## src/rtl/regfile_mp.sv

```systemverilog
// Multi-read-port register file with byte-masked writes, write-to-read bypass,
// optional hardwired-zero entry 0 and a one-entry-per-cycle clear sequencer.
module regfile_mp #(
    parameter int DATA_W   = 32,
    parameter int ADDR_W   = 5,
    parameter int NUM_RD   = 2,
    parameter int ZERO_REG = 1,
    parameter int BYPASS   = 1
) (
    input  logic                       clk,
    input  logic                       reset,
    input  logic                       clear_req,
    output logic                       ready,
    input  logic                       we,
    input  logic [ADDR_W-1:0]          waddr,
    input  logic [DATA_W-1:0]          wdata,
    input  logic [DATA_W/8-1:0]        wmask,
    input  logic [NUM_RD*ADDR_W-1:0]   raddr,
    output logic [NUM_RD*DATA_W-1:0]   rdata
);

    localparam int                NB    = DATA_W / 8;
    localparam int                DEPTH = 1 << ADDR_W;
    localparam logic [ADDR_W-1:0] LAST  = ADDR_W'(DEPTH - 1);
    localparam logic [ADDR_W-1:0] ONE   = ADDR_W'(1);
    localparam logic [ADDR_W-1:0] ZADDR = {ADDR_W{1'b0}};

    typedef enum logic {
        ST_CLEAR = 1'b0,
        ST_IDLE  = 1'b1
    } state_t;

    state_t              r_state;
    state_t              w_state_nxt;
    logic [ADDR_W-1:0]   r_clr_cnt;
    logic [ADDR_W-1:0]   w_clr_nxt;
    logic                r_ready;
    logic                w_ready_nxt;
    logic [DATA_W-1:0]   r_mem [DEPTH];
    logic                w_wr_acc;
    logic [DATA_W-1:0]   w_wr_merged;

    function automatic logic [DATA_W-1:0] f_byte_merge(
        input logic [DATA_W-1:0] old_v,
        input logic [DATA_W-1:0] new_v,
        input logic [NB-1:0]     mask
    );
        logic [DATA_W-1:0] res;
        res = old_v;
        for (int b = 0; b < NB; b++) begin
            if (mask[b]) begin
                res[b*8 +: 8] = new_v[b*8 +: 8];
            end else begin
                res[b*8 +: 8] = old_v[b*8 +: 8];
            end
        end
        return res;
    endfunction

    // Write qualification: clear_req in the same cycle wins and drops the write.
    always_comb begin
        w_wr_acc = (r_state == ST_IDLE) && we && !clear_req && (|wmask)
                   && !((ZERO_REG != 0) && (waddr == ZADDR));
        w_wr_merged = f_byte_merge(r_mem[waddr], wdata, wmask);
    end

    // Next-state logic for the clear sequencer.
    always_comb begin
        w_state_nxt = r_state;
        w_clr_nxt   = r_clr_cnt;
        w_ready_nxt = r_ready;
        case (r_state)
            ST_CLEAR: begin
                if (r_clr_cnt == LAST) begin
                    w_state_nxt = ST_IDLE;
                    w_clr_nxt   = ZADDR;
                    w_ready_nxt = 1'b1;
                end else begin
                    w_clr_nxt   = r_clr_cnt + ONE;
                end
            end
            ST_IDLE: begin
                if (clear_req) begin
                    w_state_nxt = ST_CLEAR;
                    w_clr_nxt   = ZADDR;
                    w_ready_nxt = 1'b0;
                end else begin
                    w_state_nxt = ST_IDLE;
                end
            end
            default: begin
                w_state_nxt = ST_CLEAR;
                w_clr_nxt   = ZADDR;
                w_ready_nxt = 1'b0;
            end
        endcase
    end

    // Sequencer state register.
    always_ff @(posedge clk or negedge reset) begin
        if (!reset) begin
            r_state   <= ST_CLEAR;
            r_clr_cnt <= ZADDR;
            r_ready   <= 1'b0;
        end else begin
            r_state   <= w_state_nxt;
            r_clr_cnt <= w_clr_nxt;
            r_ready   <= w_ready_nxt;
        end
    end

    // Storage array: contents deliberately survive reset; the clear sequence zeroes them.
    always_ff @(posedge clk) begin
        if (r_state == ST_CLEAR) begin
            r_mem[r_clr_cnt] <= {DATA_W{1'b0}};
        end else if (w_wr_acc) begin
            r_mem[waddr] <= w_wr_merged;
        end
    end

    assign ready = r_ready;

    for (genvar g = 0; g < NUM_RD; g++) begin : g_rd
        logic [ADDR_W-1:0] w_ra;
        logic [DATA_W-1:0] w_rd;

        assign w_ra = raddr[g*ADDR_W +: ADDR_W];

        // Read mux: zero entry beats bypass, bypass beats array contents.
        always_comb begin
            w_rd = {DATA_W{1'b0}};
            if (!r_ready) begin
                w_rd = {DATA_W{1'b0}};
            end else if ((ZERO_REG != 0) && (w_ra == ZADDR)) begin
                w_rd = {DATA_W{1'b0}};
            end else if ((BYPASS != 0) && w_wr_acc && (w_ra == waddr)) begin
                w_rd = w_wr_merged;
            end else begin
                w_rd = r_mem[w_ra];
            end
        end

        assign rdata[g*DATA_W +: DATA_W] = w_rd;
    end

endmodule
```

## config.mk

```make
export PLATFORM = sky130hd
export DESIGN_NAME = regfile_mp
export DESIGN_NICKNAME = d
export VERILOG_FILES = /design/src/rtl/regfile_mp.sv
export SDC_FILE = /design/constraint.sdc
export NUM_CORES = 2
export LEC_CHECK = 0
export BUFFER_PORTS_ARGS = -buffer_cell sky130_fd_sc_hd__buf_4
export CORE_MARGIN = 3
export CORE_UTILIZATION = 50
export DETAILED_ROUTE_END_ITERATION = 7
export PLACE_DENSITY = 0.66
export RECOVER_POWER = 100
export SLEW_MARGIN = 25
export SYNTH_ARGS = -nofsm -noshare
export SYNTH_HDL_FRONTEND = slang
export SYNTH_SLANG_ARGS = --single-unit
```

## constraint.sdc

```tcl
create_clock -name clk -period 3.9 [get_ports clk]
set_input_delay 0.78 -clock clk [delete_from_list [all_inputs] [get_ports clk]]
set_output_delay 0.78 -clock clk [all_outputs]
set_load 0.01 [all_outputs]
```

# Word-level counts from Yosys, hierarchy flattened
# Memory sizes are Yosys's and may differ from the RTL's.
# Cells that the tools add are included.
dict set report classes {
  addsub 1
  n_eq_ne 5
  mux 26
  bitwise 1
  reduce_logical 14
}
# operator n
set op_table {}
lappend op_table {{32-bit 2-to-1 mux} 7}
lappend op_table {{8-bit 2-to-1 mux} 4}
lappend op_table {{32-bit OR reduction} 1}
lappend op_table {{5-bit zero test} 3}
lappend op_table {{5-bit 2-to-1 mux} 3}
lappend op_table {{5-bit == test} 2}
lappend op_table {{5-bit case mux with 2 select lines} 1}
lappend op_table {{1-bit 2-to-1 mux} 9}
lappend op_table {{1-bit logical AND} 6}
lappend op_table {{5-bit by 1-bit adder with 5-bit output, second input constant} 1}
lappend op_table {{5-bit == test, second input constant} 1}
lappend op_table {{2-bit inequality test, second input constant} 2}
lappend op_table {{1-bit case mux with 2 select lines} 2}
lappend op_table {{4-bit OR reduction} 1}
lappend op_table {{1-bit zero test} 2}
lappend op_table {{2-bit AND reduction} 1}
lappend op_table {{1-bit NOT} 1}
dict set report word_totals {
  reg_bits 7
  mem_bits_rw 1024
  in_bits 55
  out_inout_bits 65
  elab_cells 51
  mem_count 1
}
# memory depth word_bits rd rd_clocked_by_memory_dff write_ports line
set memory_table {}
lappend memory_table {r_mem 32 32 3 0 1 39} ;# logic [DATA_W-1:0] r_mem [DEPTH];

# Depth between registers and ports, before layout
dict set report logic_depth {
  depth_word 9
  mapped_depth 12
  mapped_depth_nobuf 5
}

# Worst setup path before layout
# Ideal clock, no wire load.
dict set report synth_timing {
  path_kind {input port to flip-flop}
  start {input port waddr[1]}
  end {memory r_mem[19][0], enable pin}
  setup_time_ps 421
  arrival_ps 3686
  t_required_ps 3479
  setup_slack_ps -208
  stages 8
  path_buffers 3
  cell_sequence {buf_2 -> or3_1 -> clkbuf_1 -> o2111ai_1 -> buf_2 -> mux2i_1 -> nand2_1 -> nor2_1}
}
dict set report synth_via {
  elab_chain_len 8
  word_cells_on_any_way 9
  cone_classes {mux (5); reduce/logical (4)}
}
# item line
set synth_lines {}
lappend synth_lines {{start: declaration} 15} ;# input logic [ADDR_W-1:0] waddr,
lappend synth_lines {{5-bit zero test} 63} ;# && !((ZERO_REG != 0) && (waddr == ZADDR));
lappend synth_lines {{1-bit zero test} 63}
lappend synth_lines {{1-bit logical AND} 63}
lappend synth_lines {{1-bit 2-to-1 mux} 116} ;# end else if (w_wr_acc) begin
lappend synth_lines {{1-bit 2-to-1 mux} 114} ;# if (r_state == ST_CLEAR) begin
lappend synth_lines {{1-bit 2-to-1 mux (implied by the code)} 117} ;# r_mem[waddr] <= w_wr_merged;
lappend synth_lines {{32-bit OR reduction (no line)} n/a}
lappend synth_lines {{5-bit 2-to-1 mux (no line) / 1-bit 2-to-1 mux (equally long branches)} n/a}
lappend synth_lines {{end: declaration} 39}
# Several ways; a longest one is shown, not always the timed one.

# Final worst setup path
dict set report layout_timing {
  start {input port raddr[0]}
  end {output port rdata[16]}
}
dict set report layout_via {
  elab_chain_len 5
  word_cells_on_any_way 7
  cone_classes {eq/ne (1); mux (3); reduce/logical (2); memory (1)}
}
# item line
set layout_lines {}
lappend layout_lines {{start: declaration} 18} ;# input logic [NUM_RD*ADDR_W-1:0] raddr,
lappend layout_lines {{branches (longest 3 deep; another with memory read 32 x 32 bit)} n/a}
lappend layout_lines {{32-bit 2-to-1 mux *} 134} ;# end else if ((ZERO_REG != 0) && (w_ra == ZADDR)) begin
lappend layout_lines {{32-bit 2-to-1 mux *} 132} ;# if (!r_ready) begin
lappend layout_lines {{end: declaration} 19} ;# output logic [NUM_RD*DATA_W-1:0] rdata
# Mark *: on every way between the ends.

==> impl_results.md <==
* Number of vias after detailed routing at around 44000
* Final period demand of the worst path at roughly 3.9 ns
* Final cell utilization of the core at between 50% and 60%
* Relative area change from synthesis to final layout at 18.5%
* GP Congestion at between 0.9 and 1
* Global route hottest layer: met2
* Deepest clock path buffer count at 3
* Post-detailed-route DRC marker count at 17
* Post-synthesis register bit count at approximately 1000
* WP data required at approximately 3.1 ns
* HP Start: clear_req
* DRT iter0 DRCs at around 7300
* Hold-critical path endpoint: r_state
* Netlist area before placement at 58800 µm²
* Vias in the first global route at around 42000
* Final Setup Violations at 0
* Total iterations of the first detailed-routing run at 8
* Final routed wire length divided by cell count at about 38 µm
* Fmax at between 0.2 and 0.3 GHz
* R2R depth at 9
* Most common flop cell mapped by yosys: edfxtp_1
* Root Buffer: clkbuf_16
* Boundary pin count at between 100 and 150
* Flop-to-flop setup slack at ~1.2 ns
* Worst Setup Start Kind: primary input
* Estimated wirelength of the detail-placed design at between 100 and 150 mm
* Sink Count at approximately 1000
* FF-to-FF Start: r_state
* Post-synthesis net count at 4091
* Syn. warnings at 0
* Top cells by area in the synthesized netlist: edfxtp_1 (52%), mux4_2 (16%), mux2i_1 (9.5%)
* Worst R2R End: r_mem[23][21]
* Hold Path Cell Cnt at 2
* Hold Violations, Final at 0
* Antenna Nets Post-Route at 0
* Number of vias per cell after detailed routing at about 7.3
* Global router's overall resource usage at 36.1%
* Global-route wire length before repair at roughly 310 mm
* Post-synth top area cell: edfxtp_1
* Critical path data arrival time at about 3.1 ns
* Horizontal die dimension at 349 µm
* Portion of synthesized cell area occupied by the leading cell type at 52.3%
* Post-synthesis async set-or-reset flop share at 0.679%
* Gate Count Post-Synth at 4034
* Number of standard-cell rows in the floorplan at 125
* Violations in the final reports: DRC
* Later-pin clock latency in the skew report at around 0.72 ns
* PD cells at between 400 and 500 nW/µm²
* Met3 capacity usage during global routing at 10.3%
* Clock-pin transition on the worst setup and hold timing paths at around 0.06 ns
* Number of distinct standard cells referenced by the synthesized netlist at 52
* Mean instance size in the synthesized netlist at around 15 µm²
* Placed instance area at between 60000 and 70000 µm²
* Power Total at around 33000 µW
* Hold WC Path Type: in2reg
* Classification of the worst setup path: in2out
* Overall die height at 349 µm
* Setup TNS after final layout at 0 ns
* Area of all placed cells without fillers at 69700 µm²
* Actual slew at the worst max-slew pin at 0.892 ns
* Overflow left after global routing at 0
* Seq/Total Area, Yosys at between 50% and 60%
* Proportion of layout cells with a drive suffix above 1 at 33.7%
* Number of pins exceeding their max-slew limit in the final report at 0
* Worst clock skew at 0.0386 ns
* Overall routed net length at 225 mm
* H-tree lvl count at 3
* Crit path capture type: primary output
* Max Cap Viol at 0
* Max Fanout on Critical Path at 22
* Number of buffer cells added on primary ports at 119
* Number of antenna violations at the first check in global routing at 12
* M2 GR Usage at a little over half
* Grt met1 use at between 40% and 50%
* Setup repair after global routing missed its margin: yes
* Placeable Area at around 120000 µm²
* Leakage power total at 0.0250 µW
* Largest voltage drop on the vdd net at ~0.00036 V
* Post-synth EDFFs at a little over 1000
* Relative slew slack at between 40% and 50%
* Final worst path period share at between 90 and 100%
* Final Worst Setup Slack at around 0.00067 ns
* Total die area at 122000 µm²
* Setup slack at placement at -0.302 ns
* Result of the run: finished with violations
* Final #Nets at ~4400
* Pin count of the biggest net entering global routing at 82
* TritonCTS Buffers at 109
* CTS tree: yes
* Initial Util at ~51%
-- flip-flops by register name, indices dropped and copies added, names as in the netlist --
| signal | count |
|---|---|
| ready | 1 |
| r_state | 1 |
| r_clr_cnt | 5 |
| r_mem | 1024 |
-- power breakdown --
group | switching, µW | internal (µW)
Sequential | 630 | 13300
Clock | 4510 | 6070
Combinational | 4790 | 3310
-- cells in the final DEF (no fill, tap or decap), drive strengths merged, types with 4 or more instances in the layout --
master	netlist	layout
edfxtp	1024	1024
mux2i	559	559
buf	154	549
mux4	416	416
mux2	311	311
nor2	206	206
nand2	186	186
o22ai	140	140
clkbuf	192	134
nand3	130	130
a22oi	106	106
a21oi	99	99
nand4	64	64
clkinv	0	52
or4	45	45
inv	37	38
o21ai	34	34
a32oi	34	34
a22o	34	34
o211ai	32	32
o21a	32	32
nor3	26	26
and3	22	22
nor4	22	22
o21bai	21	21
a32o	21	21
or3	14	14
bufinv	0	12
a221oi	11	11
o32ai	11	11
xor2	8	8
clkinvlp	0	8
dfrtp	7	7
diode	0	6
nand2b	6	6
or3b	5	5
xnor2	4	4
nor2b	4	4
-- timing repair --
| action | in CTS | in global routing |
|---|---|---|
| endpoints found under the hold margin | 7 | 0 |
| pin swaps | 0 | 1 |
| buffers inserted | 0 | 6 |
| endpoints found under the setup margin | 11 | 23 |
| gates cloned | 0 | 4 |
| resized for setup | 6 | 16 |
| hold buffers | 1 | 0 |
-- final cells by class --
cell class / instances / area [µm²]
diodes: 6 / 15.0
clock buffers: 128 / 2880
clock inverters: 73 / 714
fillers: 8737 / 46700
inverters: 37 / 139
multi-input cells: 2620 / 26600
flip-flops and latches: 1031 / 30900
well taps: 1524 / 1910
repair buffers: 556 / 6490
-- critical path, stage by stage --
cell and delay [ns]:
buf_8 0.23, buf_12 0.22, buf_12 0.26, buf_4 0.18, mux2_2 0.33, a21oi_1 0.22
nand3_1 0.11, a21oi_1 0.27, o22ai_4 0.16, buf_4 0.19, buf_4 0.15
-- Yosys cell counts (97+ instances only) --
cell,count
edfxtp_1,1024
mux2i_1,559
mux4_2,409
mux2_2,311
nor2_1,205
clkbuf_1,192
nand2_1,186
o22ai_1,140
nand3_1,130
a22oi_1,106
a21oi_1,99
buf_2,97
-- stage by stage --
step	instances	hold slack, ns
after floorplan	4034	0.484
after global placement	5757	0.577
after detailed placement	5757	0.589
after CTS	5959	0.269
after global routing	5970	0.320
final	5975	0.324
-- cell families after synthesis --
logic type | Yosys count | share of synthesized area, %
mux | 1286 | 31.5
fa+ha+maj | 2 | 0.0426
buf+inv | 383 | 2.84
flops | 1031 | 52.6
simple gates | 740 | 6.01
compound gates | 580 | 6.83
xor+xnor | 12 | 0.179
-- layer usage --
layer,up-vias,routed length (µm)
li1,17300,-
met1,22000,80500
met2,3738,98000
met3,824,32600
met4,4,13400
met5,-,31
-- worst max path at each step --
stage / from / slack [ns] / to
3_5_place_dp: waddr[2] / -0.30 / rdata[14]
3_3_place_gp: waddr[2] / -0.30 / rdata[14]
2_1_floorplan: waddr[1] / -0.21 / r_mem[19][0]
4_1_cts: raddr[6] / 0.02 / rdata[38]
6_report: raddr[0] / 0.0007 / rdata[16]
5_1_grt: raddr[0] / -0.03 / rdata[16]
Note: power is estimated with default switching activity, not from simulation.
